`src/rtl/mem_arbiter.sv`:
```
// mem_arbiter -- shares one memory port between an instruction-fetch
// requester and a data (load/store) requester.
//
// Data requests have priority. When built with ARB_STARVE_GUARD_EN defined,
// a waiting fetch is forced through after STARVE_LIMIT consecutive data
// grants. Without the macro, arbitration is strict data priority.
//
// Each transaction takes MEM_LAT+1 cycles: one grant cycle in IDLE, then
// MEM_LAT busy cycles. The last busy cycle returns data and pulses *_valid.
//
// Parameters
//   MEM_LAT       memory read latency, 1..7
//   STARVE_LIMIT  max consecutive data grants while a fetch waits, 1..15
// Ports
//   clock, reset                   clock, synchronous active-high reset
//   if_req/if_addr                 fetch request (held until if_valid)
//   if_gnt/if_valid/if_rdata       fetch accept, completion, data
//   dm_req/rw/size/addr/wdata      data request (held until dm_valid)
//   dm_gnt/dm_valid/dm_rdata       data accept, completion, load data
//   mem_addr/wdata/rw/size         shared memory port
//   mem_rdata                      memory read data
//   stall_if, stall_dm             pipeline stalls
module mem_arbiter #(
  parameter int MEM_LAT      = 1,
  parameter int STARVE_LIMIT = 4
) (
  input  logic        clock,
  input  logic        reset,
  input  logic        if_req,
  input  logic [31:0] if_addr,
  output logic        if_gnt,
  output logic        if_valid,
  output logic [31:0] if_rdata,
  input  logic        dm_req,
  input  logic        dm_rw,
  input  logic [1:0]  dm_size,
  input  logic [31:0] dm_addr,
  input  logic [31:0] dm_wdata,
  output logic        dm_gnt,
  output logic        dm_valid,
  output logic [31:0] dm_rdata,
  output logic [31:0] mem_addr,
  output logic [31:0] mem_wdata,
  output logic        mem_rw,
  output logic [1:0]  mem_size,
  input  logic [31:0] mem_rdata,
  output logic        stall_if,
  output logic        stall_dm
);

  if (MEM_LAT < 1 || MEM_LAT > 7) begin : g_bad_lat
    $error("mem_arbiter: MEM_LAT out of range 1..7");
  end
  if (STARVE_LIMIT < 1 || STARVE_LIMIT > 15) begin : g_bad_starve
    $error("mem_arbiter: STARVE_LIMIT out of range 1..15");
  end

  typedef enum logic [1:0] {IDLE, IF_BUSY, DM_BUSY} state_t;

  localparam logic [2:0] LAT_LOAD = 3'(MEM_LAT - 1);

  state_t      state, state_nxt;
  logic [2:0]  lat_cnt;
  logic [31:0] if_addr_q, dm_addr_q, dm_wdata_q;
  logic        dm_rw_q;
  logic [1:0]  dm_size_q;

  logic starve_ovr;
  logic grant_dm, grant_if, last_cyc;

`ifdef ARB_STARVE_GUARD_EN
  localparam logic [3:0] STARVE_MAX = 4'(STARVE_LIMIT);
  logic [3:0] starve_cnt;

  assign starve_ovr = if_req && (starve_cnt == STARVE_MAX);

  // Counts data grants taken while a fetch was waiting; saturates so the
  // override stays armed until the fetch actually wins.
  always_ff @(posedge clock) begin
    if (reset)
      starve_cnt <= '0;
    else if (grant_if)
      starve_cnt <= '0;
    else if (grant_dm && if_req && starve_cnt != STARVE_MAX)
      starve_cnt <= starve_cnt + 4'd1;
  end
`else
  assign starve_ovr = 1'b0;
`endif

  // Grants are suppressed during reset so nothing is accepted in that cycle.
  assign grant_dm = !reset && (state == IDLE) && dm_req && !starve_ovr;
  assign grant_if = !reset && (state == IDLE) && if_req && !grant_dm;
  assign last_cyc = (state != IDLE) && (lat_cnt == 3'd0);

  // State register
  always_ff @(posedge clock) begin
    if (reset) begin
      state      <= IDLE;
      lat_cnt    <= '0;
      if_addr_q  <= '0;
      dm_addr_q  <= '0;
      dm_wdata_q <= '0;
      dm_rw_q    <= 1'b0;
      dm_size_q  <= '0;
    end else begin
      state <= state_nxt;
      if (grant_dm) begin
        lat_cnt    <= LAT_LOAD;
        dm_addr_q  <= dm_addr;
        dm_wdata_q <= dm_wdata;
        dm_rw_q    <= dm_rw;
        dm_size_q  <= dm_size;
      end else if (grant_if) begin
        lat_cnt   <= LAT_LOAD;
        if_addr_q <= if_addr;
      end else if (state != IDLE && lat_cnt != 3'd0) begin
        lat_cnt <= lat_cnt - 3'd1;
      end
    end
  end

  // Next-state logic
  always_comb begin
    state_nxt = state;
    case (state)
      IDLE: begin
        if (grant_dm)      state_nxt = DM_BUSY;
        else if (grant_if) state_nxt = IF_BUSY;
      end
      IF_BUSY, DM_BUSY: if (lat_cnt == 3'd0) state_nxt = IDLE;
      default: state_nxt = IDLE;
    endcase
  end

  // Output logic. During reset the busy state may still be registered, so
  // every output is forced to its idle value to abandon the transaction.
  always_comb begin
    if_gnt    = 1'b0;
    dm_gnt    = 1'b0;
    if_valid  = 1'b0;
    dm_valid  = 1'b0;
    if_rdata  = '0;
    dm_rdata  = '0;
    mem_addr  = '0;
    mem_wdata = '0;
    mem_rw    = 1'b0;
    mem_size  = 2'b10;
    if (!reset) begin
      if_gnt = grant_if;
      dm_gnt = grant_dm;
      case (state)
        IF_BUSY: begin
          mem_addr = if_addr_q;
          if (last_cyc) begin
            if_valid = 1'b1;
            if_rdata = mem_rdata;
          end
        end
        DM_BUSY: begin
          mem_addr  = dm_addr_q;
          mem_wdata = dm_wdata_q;
          mem_size  = dm_size_q;
          if (last_cyc) begin
            dm_valid = 1'b1;
            dm_rdata = mem_rdata;
            mem_rw   = dm_rw_q;
          end
        end
        default: ;
      endcase
    end
  end

  assign stall_if = if_req & ~if_valid;
  assign stall_dm = dm_req & ~dm_valid;

endmodule

```
`config.mk`:
```
export PLATFORM = sky130hd
export DESIGN_NAME = mem_arbiter
export DESIGN_NICKNAME = d
export VERILOG_FILES = /design/src/rtl/mem_arbiter.sv
export SDC_FILE = /design/constraint.sdc
export NUM_CORES = 1
export LEC_CHECK = 0
export BUFFER_PORTS_ARGS = -buffer_cell sky130_fd_sc_hd__buf_2
export CORE_UTILIZATION = 41
export CTS_CLUSTER_DIAMETER = 150
export DETAILED_ROUTE_END_ITERATION = 7
export PLACE_DENSITY = 0.76
export SYNTH_ARGS = -nofsm -noshare
export SYNTH_HDL_FRONTEND = slang
export SYNTH_SLANG_ARGS = --single-unit
```
`constraint.sdc`:
```
create_clock -name clock -period 1.9 [get_ports clock]
set_input_delay 0.095 -clock clock [delete_from_list [all_inputs] [get_ports clock]]
set_output_delay 0.095 -clock clock [all_outputs]
set_load 0.05 [all_outputs]
```
==> run summary, run 1 <==
CTS clock-pin slew for the worst setup and hold paths: 0.09 ns
Met1 Wirelength: 7809 µm
Finished Layout Cells: 1031
Setup TNS: -8.677 ns
Status: finished, violations left
RR Endpoint: lat_cnt[1]$_SDFFE_PP0P_
Top routing layer in use: met4
Final worst path period need: 2.046 ns
DR vias: 5802
Slowest-stage cell, CP: dfxtp_2
Mapped cell area: 4587 µm²
Fraction of registers with async set/reset: 0%
FF+latch count, synth: 104
Number of enable flip-flop cells after synthesis: 0
CP Class: flip-flop to output pin
CTS H-tree depth: 3
Core area: 10890 µm²
DRT Pass-1 Iters: 5
Synthesis Warnings: 0
Max VDD drop: 0.0005244 V
# placed instances: 900
Number of max-cap violations: 0
Clock root buffer: clkbuf_8
Global-route wire length before repair: 29200 µm
Number of cells on the critical path: 8
Number of I/O pins: 272
Hold depth: 3
Die height: 107.8 µm
Clock tree buffer depth: 2
TritonCTS clock tree: yes
RSZ-0062 raised after global routing: true
Critical Path RT: 1.80 ns
Pwr Density: 602.5 nW/µm²
Fraction of layout cells with a size suffix above 1: 45.45%
Grt total ovfl: 0
Synthesized netlist cell count: 526
Routed vias/inst: 5.628
Critical Path AT: 1.95 ns
# clock sinks: 104
Final setup margin: -0.1456 ns
First DRT Iteration DRCs: 555
Failing checks: setup timing
Clk_lat worst skew: 0.38 ns
Reg2Reg Depth: 7
Endpoints failing setup: 116
CP delay by family, top: buffers and inverters
CP Buf/Inv Count: 5
Sequential area share after synthesis: 45.39%
# rows: 38
Slew @ Worst Pin: 0.4058 ns
Vias in the first global route: 5604
Hold Vio Cnt, Final: 0
Pins Over Slew Limit: 0
Total Routing Usage GR: 32.96%
Avg WL per Cell: 20.20 µm
Die area: 11610 µm²
Clk_skew: 0.01411 ns
Port buffer count: 271
Synth Area per Inst: 8.720 µm²
Ys flop type: dfxtp_1
Critical R2R Launch: state[1]$_SDFFE_PP0P_
Starting density of the core: 42.13%
Max stage delay on crit path: 0.35 ns
Setup slack, reg-to-reg: 0.23 ns
Hold Crit Start: if_req
Syn Nets: 666
Leak pwr: 3.839 nW
CP Capture Type: output pin
Residual DRC: 0
Final worst-path cycle share: 107.7%
Endpoint, Worst Hold: state[0]$_SDFFE_PP0P_
Slew HR: 72.95%
Die width: 107.8 µm
Total chip power: 5.151 mW
Routed Antenna Nets: 0
Diodes inserted: 0
Hold Crit Class: primary input to flip-flop
Nets: 1026
CTS Buf Count: 9
Largest net degree at the start of global routing: 65
Area Overhead vs Synth: 86.42%
Final wirelength: 20820 µm
Met3 Wirelength: 1847 µm
Worst-path cell chain: inv_2 > ha_4 > nor4b_4 > buf_6 > buf_12 > buf_16 > and3_4 > buf_8
Final HPWL DP: 10380 µm
Antenna violations before repair: 0
Fmax: 488.9 MHz
Post-synth cell types: 27
GP Congestion: 0.8516
Met2 WL: 10350 µm
CP Max Fanout: 5
Critical path startpoint category: flip-flop
## cells by family (layout without fill, tap and decap cells)
logic type | after synthesis | in the layout | synth area share, %
buffers and inverters | 61 | 426 | 6.110
AND/OR/NAND/NOR | 212 | 212 | 24.00
adder cells (fa/ha/maj) | 5 | 5 | 1.364
flip-flops | 104 | 104 | 45.39
AO/OA/AOI/OAI | 144 | 144 | 23.13
## report_power, final
group	switching [mW]	total, mW	leakage [nW]	internal [mW]
sequential	0.0806	2.39	0.852	2.31
clock	0.793	1.54	0.107	0.750
combinational	0.638	1.21	2.88	0.576
total	1.51	5.15	3.84	3.64
## worst register-to-register path, cell delays in order (launching register included)
cell	delay [ns]
dfxtp_2	0.35
inv_2	0.06
ha_4	0.16
buf_4	0.17
nand4bb_2	0.15
buf_4	0.37
nand2_1	0.16
a21oi_1	0.17
## sequential cells by signal (all words and copies together), names as in the netlist
name	flops
dm_rw_q	1
state	2
dm_addr_q	32
if_addr_q	32
dm_size_q	2
lat_cnt	3
dm_wdata_q	32
## synth_stat cells, types with 2 or more instances
cell      number  area, µm²
dfxtp_1      104       2082
a22o_1        67      586.8
and3_1        65      406.6
nand2_1       65      244.0
a21oi_1       37      185.2
and2_1        35      219.0
a22oi_1       32      240.2
nor2_1        32      120.1
clkbuf_1      25      93.84
buf_2         18      90.09
inv_1          6      22.52
nor2b_1        6      37.54
clkbuf_2       5      25.02
ha_1           5      62.56
o21ai_0        5      25.02
buf_1          3      11.26
buf_6          3      33.78
nand2b_1       3      18.77
or3_1          2      12.51
## worst max-delay path by stage
stage	start	end	slack [ns]
finish	state[1]$_SDFFE_PP0P_	dm_rdata[8]	-0.15
global route	state[1]$_SDFFE_PP0P_	dm_rdata[8]	-0.24
CTS	state[1]$_SDFFE_PP0P_	if_rdata[8]	-0.13
floorplan	state[0]$_SDFFE_PP0P_	mem_addr[1]	0.03
global placement	state[0]$_SDFFE_PP0P_	if_valid	0.15
detailed placement	state[0]$_SDFFE_PP0P_	if_valid	0.07
## repair_timing
item | CTS | global route
pin swaps | 13 | 3
gates cloned | 3 | 2
hold endpoints to repair | 99 | 0
setup buffers | 7 | 5
hold buffers | 99 | 0
setup endpoints to repair | 134 | 137
gates resized for setup | 228 | 43
## metrics by stage
| stage | util, % | setup slack (ns) | cell area (µm²) | hold WS [ns] |
|---|---|---|---|---|
| finish | 78.53 | -0.1456 | 8551 | 0.06957 |
| global route | 78.53 | -0.2382 | 8551 | 0.09007 |
| CTS | 76.50 | -0.1339 | 8329 | 0.04756 |
| detailed placement | 57.19 | 0.06588 | 6227 | 0.3163 |
| global placement | 57.19 | 0.1531 | 6227 | 0.3109 |
| floorplan | - | 0.02560 | 4662 | 0.2276 |
## per-layer routing
metal,global-route usage [%],up-vias
li1,-,2584
met1,38.68,2721
met2,55.13,408
met3,9.564,89
met4,15.26,0
met5,0,-
## area by class of cell
| type | count | area, µm² |
|---|---|---|
| clock buffers | 10 | 127.6 |
| clock inverters | 6 | 90.09 |
| fillers | 661 | 2337 |
| inverters | 7 | 31.28 |
| multi-input cells | 361 | 2542 |
| flip-flops and latches | 104 | 2087 |
| well taps | 140 | 175.2 |
| repair buffers | 403 | 3497 |
## cell usage in the layout (no fill, tap or decap), drive strengths merged, types with 32 or more instances in the layout
master / count
and3: 65
a22o: 67
a21oi: 38
nor2: 32
dlygate4sd3: 99
buf: 289
and2: 35
a22oi: 32
dfxtp: 104
nand2: 65
No activity file was read; power rests on OpenSTA's default activity.
==> inputs of run 2 (changes only) <==
CORE_AREA = 2 2 106 108   (was not set)
CORE_UTILIZATION = not set   (was 41)
DIE_AREA = 0 0 108 110   (was not set)
PLACE_DENSITY = 0.79   (was 0.76)
==> run 2 against run 1 <==
Against the previous run:
- critical endpoint is now dm_rdata[25]
- non-clock buffer count is 8 higher
- the run still ends with setup timing left
- routed wire length is 12% higher
- first-iteration DRC count is 6.3% lower
- global-route usage is 1.3 points higher
- core utilization is 4.6 points higher
- largest power group unchanged
==> run summary, run 2 (same netlist as run 1, synthesis figures left out) <==
CP Capture Type: output pin
Number of I/O pins: 272 (unchanged)
Max VDD drop: 0.0003776 V (-28%)
Clk_skew: 0.01914 ns (+0.005028 ns)
Avg WL per Cell: 22.48 µm (+11%)
Slew HR: 72.81% (-0.14 points)
Failing checks: setup timing
Die width: 108 µm (+0.21%)
CTS clock-pin slew for the worst setup and hold paths: 0.11 ns (+0.02 ns)
CTS H-tree depth: 3 (unchanged)
# clock sinks: 104 (unchanged)
Min Hold Slack: 0.06347 ns (-0.006102 ns)
Hold Vio Cnt, Final: 0 (unchanged)
Fraction of layout cells with a size suffix above 1: 47.50% (+2.0 points)
Total Routing Usage GR: 34.30% (+1.3 points)
# placed instances: 903 (+0.33%)
Final worst-path cycle share: 108.4% (+0.72 points)
Area Overhead vs Synth: 93.92%
Global-route wire length before repair: 31350 µm (+7.4%)
Clock root buffer: clkbuf_8
Fin util: 83.15% (+4.6 points)
Final wirelength: 23360 µm (+12%)
Biggest regs: dm_addr_q (32), dm_wdata_q (32), if_addr_q (32)
Most frequent cells in the layout: 135 x buf_2, 100 x dfxtp_1, 99 x dlygate4sd3_1, 68 x buf_6, 67 x a22o_1
Routed Antenna Nets: 0 (unchanged)
Number of max-cap violations: 0 (unchanged)
Fmax: 485.6 MHz (-0.67%)
CP Class: flip-flop to output pin
Pre-CTS WS: 0.05482 ns (-0.01106 ns)
Final worst path period need: 2.059 ns (+0.01370 ns)
Pwr Density: 578.6 nW/µm² (-4.0%)
Die area: 11880 µm² (+2.3%)
Routed vias/inst: 5.763 (+2.4%)
Final setup margin: -0.1593 ns (-0.01370 ns)
TritonCTS clock tree: yes
Cell area after placement: 6192 µm² (-0.56%)
GP Congestion: 0.7903 (-7.2%)
Nets: 1034 (+0.78%)
Pins Over Slew Limit: 0 (unchanged)
Critical path startpoint category: flip-flop
Clock tree buffer depth: 2 (unchanged)
Setup TNS: -10.08 ns (-1.399 ns)
DRT Pass-1 Iters: 5 (unchanged)
Residual DRC: 0 (unchanged)
Port buffer count: 271 (unchanged)
CTS Buf Count: 9 (unchanged)
RSZ-0062 raised after global routing: true
Die height: 110 µm (+2.1%)
Total chip power: 5.146 mW (about the same)
Finished Layout Cells: 1039 (+0.78%)
Endpoints failing setup: 108 (-6.9%)
Commonest non-fill, non-tap cell in the layout: buf_2
First DRT Iteration DRCs: 520 (-6.3%)
Antenna violations before repair: 0 (unchanged)
CP Max Fanout: 8 (+3)
Grt total ovfl: 0 (unchanged)
Starting density of the core: 42.88% (+0.75 points)
Largest net degree at the start of global routing: 48 (-26%)
DR vias: 5988 (+3.2%)
Vias in the first global route: 5897 (+5.2%)
Core area: 10700 µm² (-1.7%)
Leak pwr: 3.910 nW (+1.9%)
Design Area, Final: 8895 µm² (+4.0%)
Status: finished, violations left
Critical Path AT: 1.96 ns (about the same)
Clk_lat worst skew: 0.37 ns (about the same)
Critical Path RT: 1.80 ns (about the same)
Slew @ Worst Pin: 0.4079 ns (+0.002057 ns)
Final HPWL DP: 10760 µm (+3.7%)
Hold Crit Class: primary input to flip-flop
# rows: 38 (unchanged)
Diodes inserted: 0 (unchanged)
==> run 2: cell types whose count changed in the layout (fill, tap and decap cells not counted), sizes merged <==
cell / delta
buf: -7
bufbuf: +1
bufinv: -1
clkbuf: +15
clkinv: -2
clkinvlp: +1
inv: +1
==> run 2: path summary, 6_finish.rpt <==
| path | slack [ns] | to | cells past startpoint | from |
|---|---|---|---|---|
| worst max-delay path | -0.16 | dm_rdata[25] | 8 | state[1]$_SDFFE_PP0P_ |
| worst min-delay path | 0.06 | state[1]$_SDFFE_PP0P_ | 2 | reset |
| worst max register to register | 0.17 | if_addr_q[12]$_SDFFE_PP0P_ | 9 | state[0]$_SDFFE_PP0P_ |
| worst min register to register | 0.46 | if_addr_q[17]$_SDFFE_PP0P_ | 2 | if_addr_q[17]$_SDFFE_PP0P_ |
==> run 2: power by group <==
part	switching [mW]	internal [mW]	total (mW)	leakage [nW]
combinational	0.677	0.629	1.31	2.97
sequential	0.0905	2.31	2.40	0.852
clock	0.813	0.622	1.44	0.0906
total	1.58	3.57	5.15	3.91
==> run 2: critical path, stage by stage, from the launching register on <==
cell	delay, ns
dfxtp_2	0.37
inv_4	0.05
ha_4	0.17
nor4b_4	0.22
buf_6	0.18
buf_12	0.12
buf_16	0.13
and3_4	0.20
buf_8	0.15
==> run 2: per-layer routing <==
metal  global-route usage, %  vias to the layer above  part of all wire, %
met4                   17.77                        0                  4.9
met3                   9.406                      113                  9.5
met2                   58.27                      432                   51
li1                        -                     2595                    -
met5                       0                        -                    0
met1                   39.68                     2848                   35
==> run 2: area by class of cell <==
type	count	area, µm²
clock buffer	11	131.4
clock inverter	5	62.56
fill	533	1803
inverter	7	31.28
multi-input combinational	361	2614
sequential	104	2087
tap	140	175.2
timing repair buffer	411	3794
==> run 2: timing repair <==
action | in CTS | in global routing
hold buffers | 99 | 0
gates resized for setup | 256 | 101
pin swaps | 22 | 8
gates cloned | 5 | 3
endpoints found under the setup margin | 136 | 138
endpoints found under the hold margin | 99 | 0
setup buffers | 9 | 5
==> inputs of run 3 (changes only) <==
--- a/config.mk
+++ b/config.mk
@@ -10,2 +10,3 @@
 export CTS_CLUSTER_DIAMETER = 150
+export CTS_CLUSTER_SIZE = 24
 export DETAILED_ROUTE_END_ITERATION = 7
==> constraint.sdc (replaced) <==
create_clock -name clock -period 1.9 [get_ports clock]
set_input_delay 0.38 -clock clock [delete_from_list [all_inputs] [get_ports clock]]
set_output_delay 0.38 -clock clock [all_outputs]
set_load 0.05 [all_outputs]
==> run 3 against run 2 <==
Against the previous run:
- the flow still finishes with violations (setup timing)
- setup slack worse by 0.39 ns
- critical endpoint is now if_rdata[16]
- register-to-register slack worse by 0.24 ns
- clock power down 10%
==> run summary, run 3 (same netlist as run 1, synthesis figures left out) <==
Min Hold Slack: 0.2266 ns (+0.1631 ns)
Slowest-stage cell, CP: dfxtp_2
First DRT Iteration DRCs: 622 (+20%)
Hold Crit Start: dm_wdata[23]
Setup TNS: -61.16 ns (-51.08 ns)
Hold Crit Class: primary input to flip-flop
CP delay by family, top: buffers and inverters
Number of max-cap violations: 0 (unchanged)
Die height: 110 µm (unchanged)
Failing checks: setup timing
Residual DRC: 0 (unchanged)
Final worst-path cycle share: 129.1% (+21 points)
Nets: 975 (-5.7%)
Clock tree buffer depth: 2 (unchanged)
Reg2Reg Depth: 7 (-2)
Fraction of layout cells with a size suffix above 1: 64.60% (+17 points)
Biggest regs: dm_addr_q (32), dm_wdata_q (32), if_addr_q (32)
Routed vias/inst: 6.151 (+6.7%)
Cell area after placement: 6731 µm² (+8.7%)
Final worst path period need: 2.454 ns (+0.3944 ns)
CTS Buf Count: 9 (unchanged)
RR Endpoint: if_addr_q[28]$_SDFFE_PP0P_
Commonest non-fill, non-tap cell in the layout: buf_2
Avg WL per Cell: 26.67 µm (+19%)
Starting density of the core: 42.88% (unchanged)
Hold Vio Cnt, Final: 0 (unchanged)
Worst Setup SP: state[0]$_SDFFE_PP0P_
Global-route wire length before repair: 32120 µm (+2.4%)
Largest net degree at the start of global routing: 43 (-10%)
CTS clock-pin slew for the worst setup and hold paths: 0.10 ns (about the same)
Critical R2R Launch: state[0]$_SDFFE_PP0P_
TritonCTS clock tree: yes
Total Routing Usage GR: 35.43% (+1.1 points)
Fmax: 407.5 MHz (-16%)
Pwr Density: 555.5 nW/µm² (-4.0%)
Status: finished, violations left
Port buffer count: 271 (unchanged)
Final wirelength: 26350 µm (+13%)
Vias in the first global route: 5780 (-2.0%)
Clock root buffer: clkbuf_8
CP Buf/Inv Count: 5 (unchanged)
Final setup margin: -0.5537 ns (-0.3944 ns)
Number of I/O pins: 272 (unchanged)
Worst-path cell chain: inv_2 > ha_4 > nor4b_4 > buf_6 > buf_4 > clkbuf_16 > and3_4 > buf_8
DR vias: 6077 (+1.5%)
Final HPWL DP: 11490 µm (+6.8%)
Critical Path RT: 1.52 ns (-0.28 ns)
Pins Over Slew Limit: 0 (unchanged)
# rows: 38 (unchanged)
Fin util: 87.99% (+4.8 points)
Die width: 108 µm (unchanged)
CP Class: flip-flop to output pin
Area Overhead vs Synth: 105.2%
Routed Antenna Nets: 0 (unchanged)
Clk_skew: 0.009086 ns (-0.01005 ns)
Core area: 10700 µm² (unchanged)
Design Area, Final: 9413 µm² (+5.8%)
Critical Path End: if_rdata[16]
GP Congestion: 0.8957 (+13%)
Leak pwr: 3.927 nW (+0.45%)
Setup slack, reg-to-reg: -0.07 ns (-0.24 ns)
CP Capture Type: output pin
# clock sinks: 104 (unchanged)
Slew @ Worst Pin: 0.4133 ns (+0.005411 ns)
RSZ-0062 raised after global routing: true
Total chip power: 5.229 mW (+1.6%)
Max stage delay on crit path: 0.37 ns (about the same)
Number of cells on the critical path: 8 (unchanged)
Critical path startpoint category: flip-flop
Grt total ovfl: 0 (unchanged)
Clk_lat worst skew: 0.37 ns (about the same)
CP Max Fanout: 8 (unchanged)
Slew HR: 72.39% (-0.42 points)
CTS H-tree depth: 3 (unchanged)
Critical Path AT: 2.07 ns (+0.11 ns)
Max VDD drop: 0.0004593 V (+22%)
Die area: 11880 µm² (unchanged)
Antenna violations before repair: 8 (+8)
Most frequent cells in the layout: 134 x buf_2, 100 x buf_8, 100 x dfxtp_1, 67 x a22o_1, 65 x nand2_1
Endpoints failing setup: 138 (+28%)
DRT Pass-1 Iters: 6 (+1)
run 3: area by class of cell:
cell class                      instances  area [µm²]
Antenna cell                            9       22.52
Clock buffer                           11       151.4
Clock inverter                          4       20.02
Fill cell                             461        1285
Inverter                                7       26.28
Multi-Input combinational cell        361        3085
Sequential cell                       104        2087
Tap cell                              140       175.2
Timing Repair Buffer                  352        3845
run 3: power breakdown:
part	total [mW]	internal, mW	switching [mW]
Sequential	2.42	2.31	0.107
Combinational	1.52	0.715	0.802
Clock	1.29	0.534	0.756
run 3: timing repair:
action	CTS	global route
buffers inserted	21	13
pin swaps	41	30
gates resized for setup	436	64
hold buffers	0	0
cloned	13	12
setup endpoints to repair	137	137
run 3: worst min-delay path by stage:
| stage | depth (start not counted) | slack [ns] | endpoint |
|---|---|---|---|
| after floorplan | 1 | 0.43 | dm_size_q[1]$_SDFFE_PP0P_ |
| after global placement | 2 | 0.44 | if_addr_q[5]$_SDFFE_PP0P_ |
| after detailed placement | 1 | 0.45 | dm_wdata_q[18]$_SDFFE_PP0P_ |
| after CTS | 2 | 0.21 | dm_wdata_q[15]$_SDFFE_PP0P_ |
| after global routing | 2 | 0.22 | dm_wdata_q[18]$_SDFFE_PP0P_ |
| final | 2 | 0.23 | dm_wdata_q[23]$_SDFFE_PP0P_ |
run 3: through the flow:
| step | setup slack (ns) | instances |
|---|---|---|
| 2_1_floorplan | -0.1107 | 526 |
| 3_3_place_gp | -0.09749 | 913 |
| 3_5_place_dp | -0.1341 | 913 |
| 4_1_cts | -0.4286 | 961 |
| 5_1_grt | -0.5907 | 987 |
| 6_report | -0.5537 | 988 |
run 3: metal layers:
metal	wire length, µm	share of wire [%]	vias to the layer above	global-route usage (%)
met5	10	0.038	-	0
met4	2029	7.7	2	23.26
met3	2600	9.9	190	8.054
met2	12940	49	519	62.17
met1	8767	33	2869	38.46
li1	-	-	2497	-
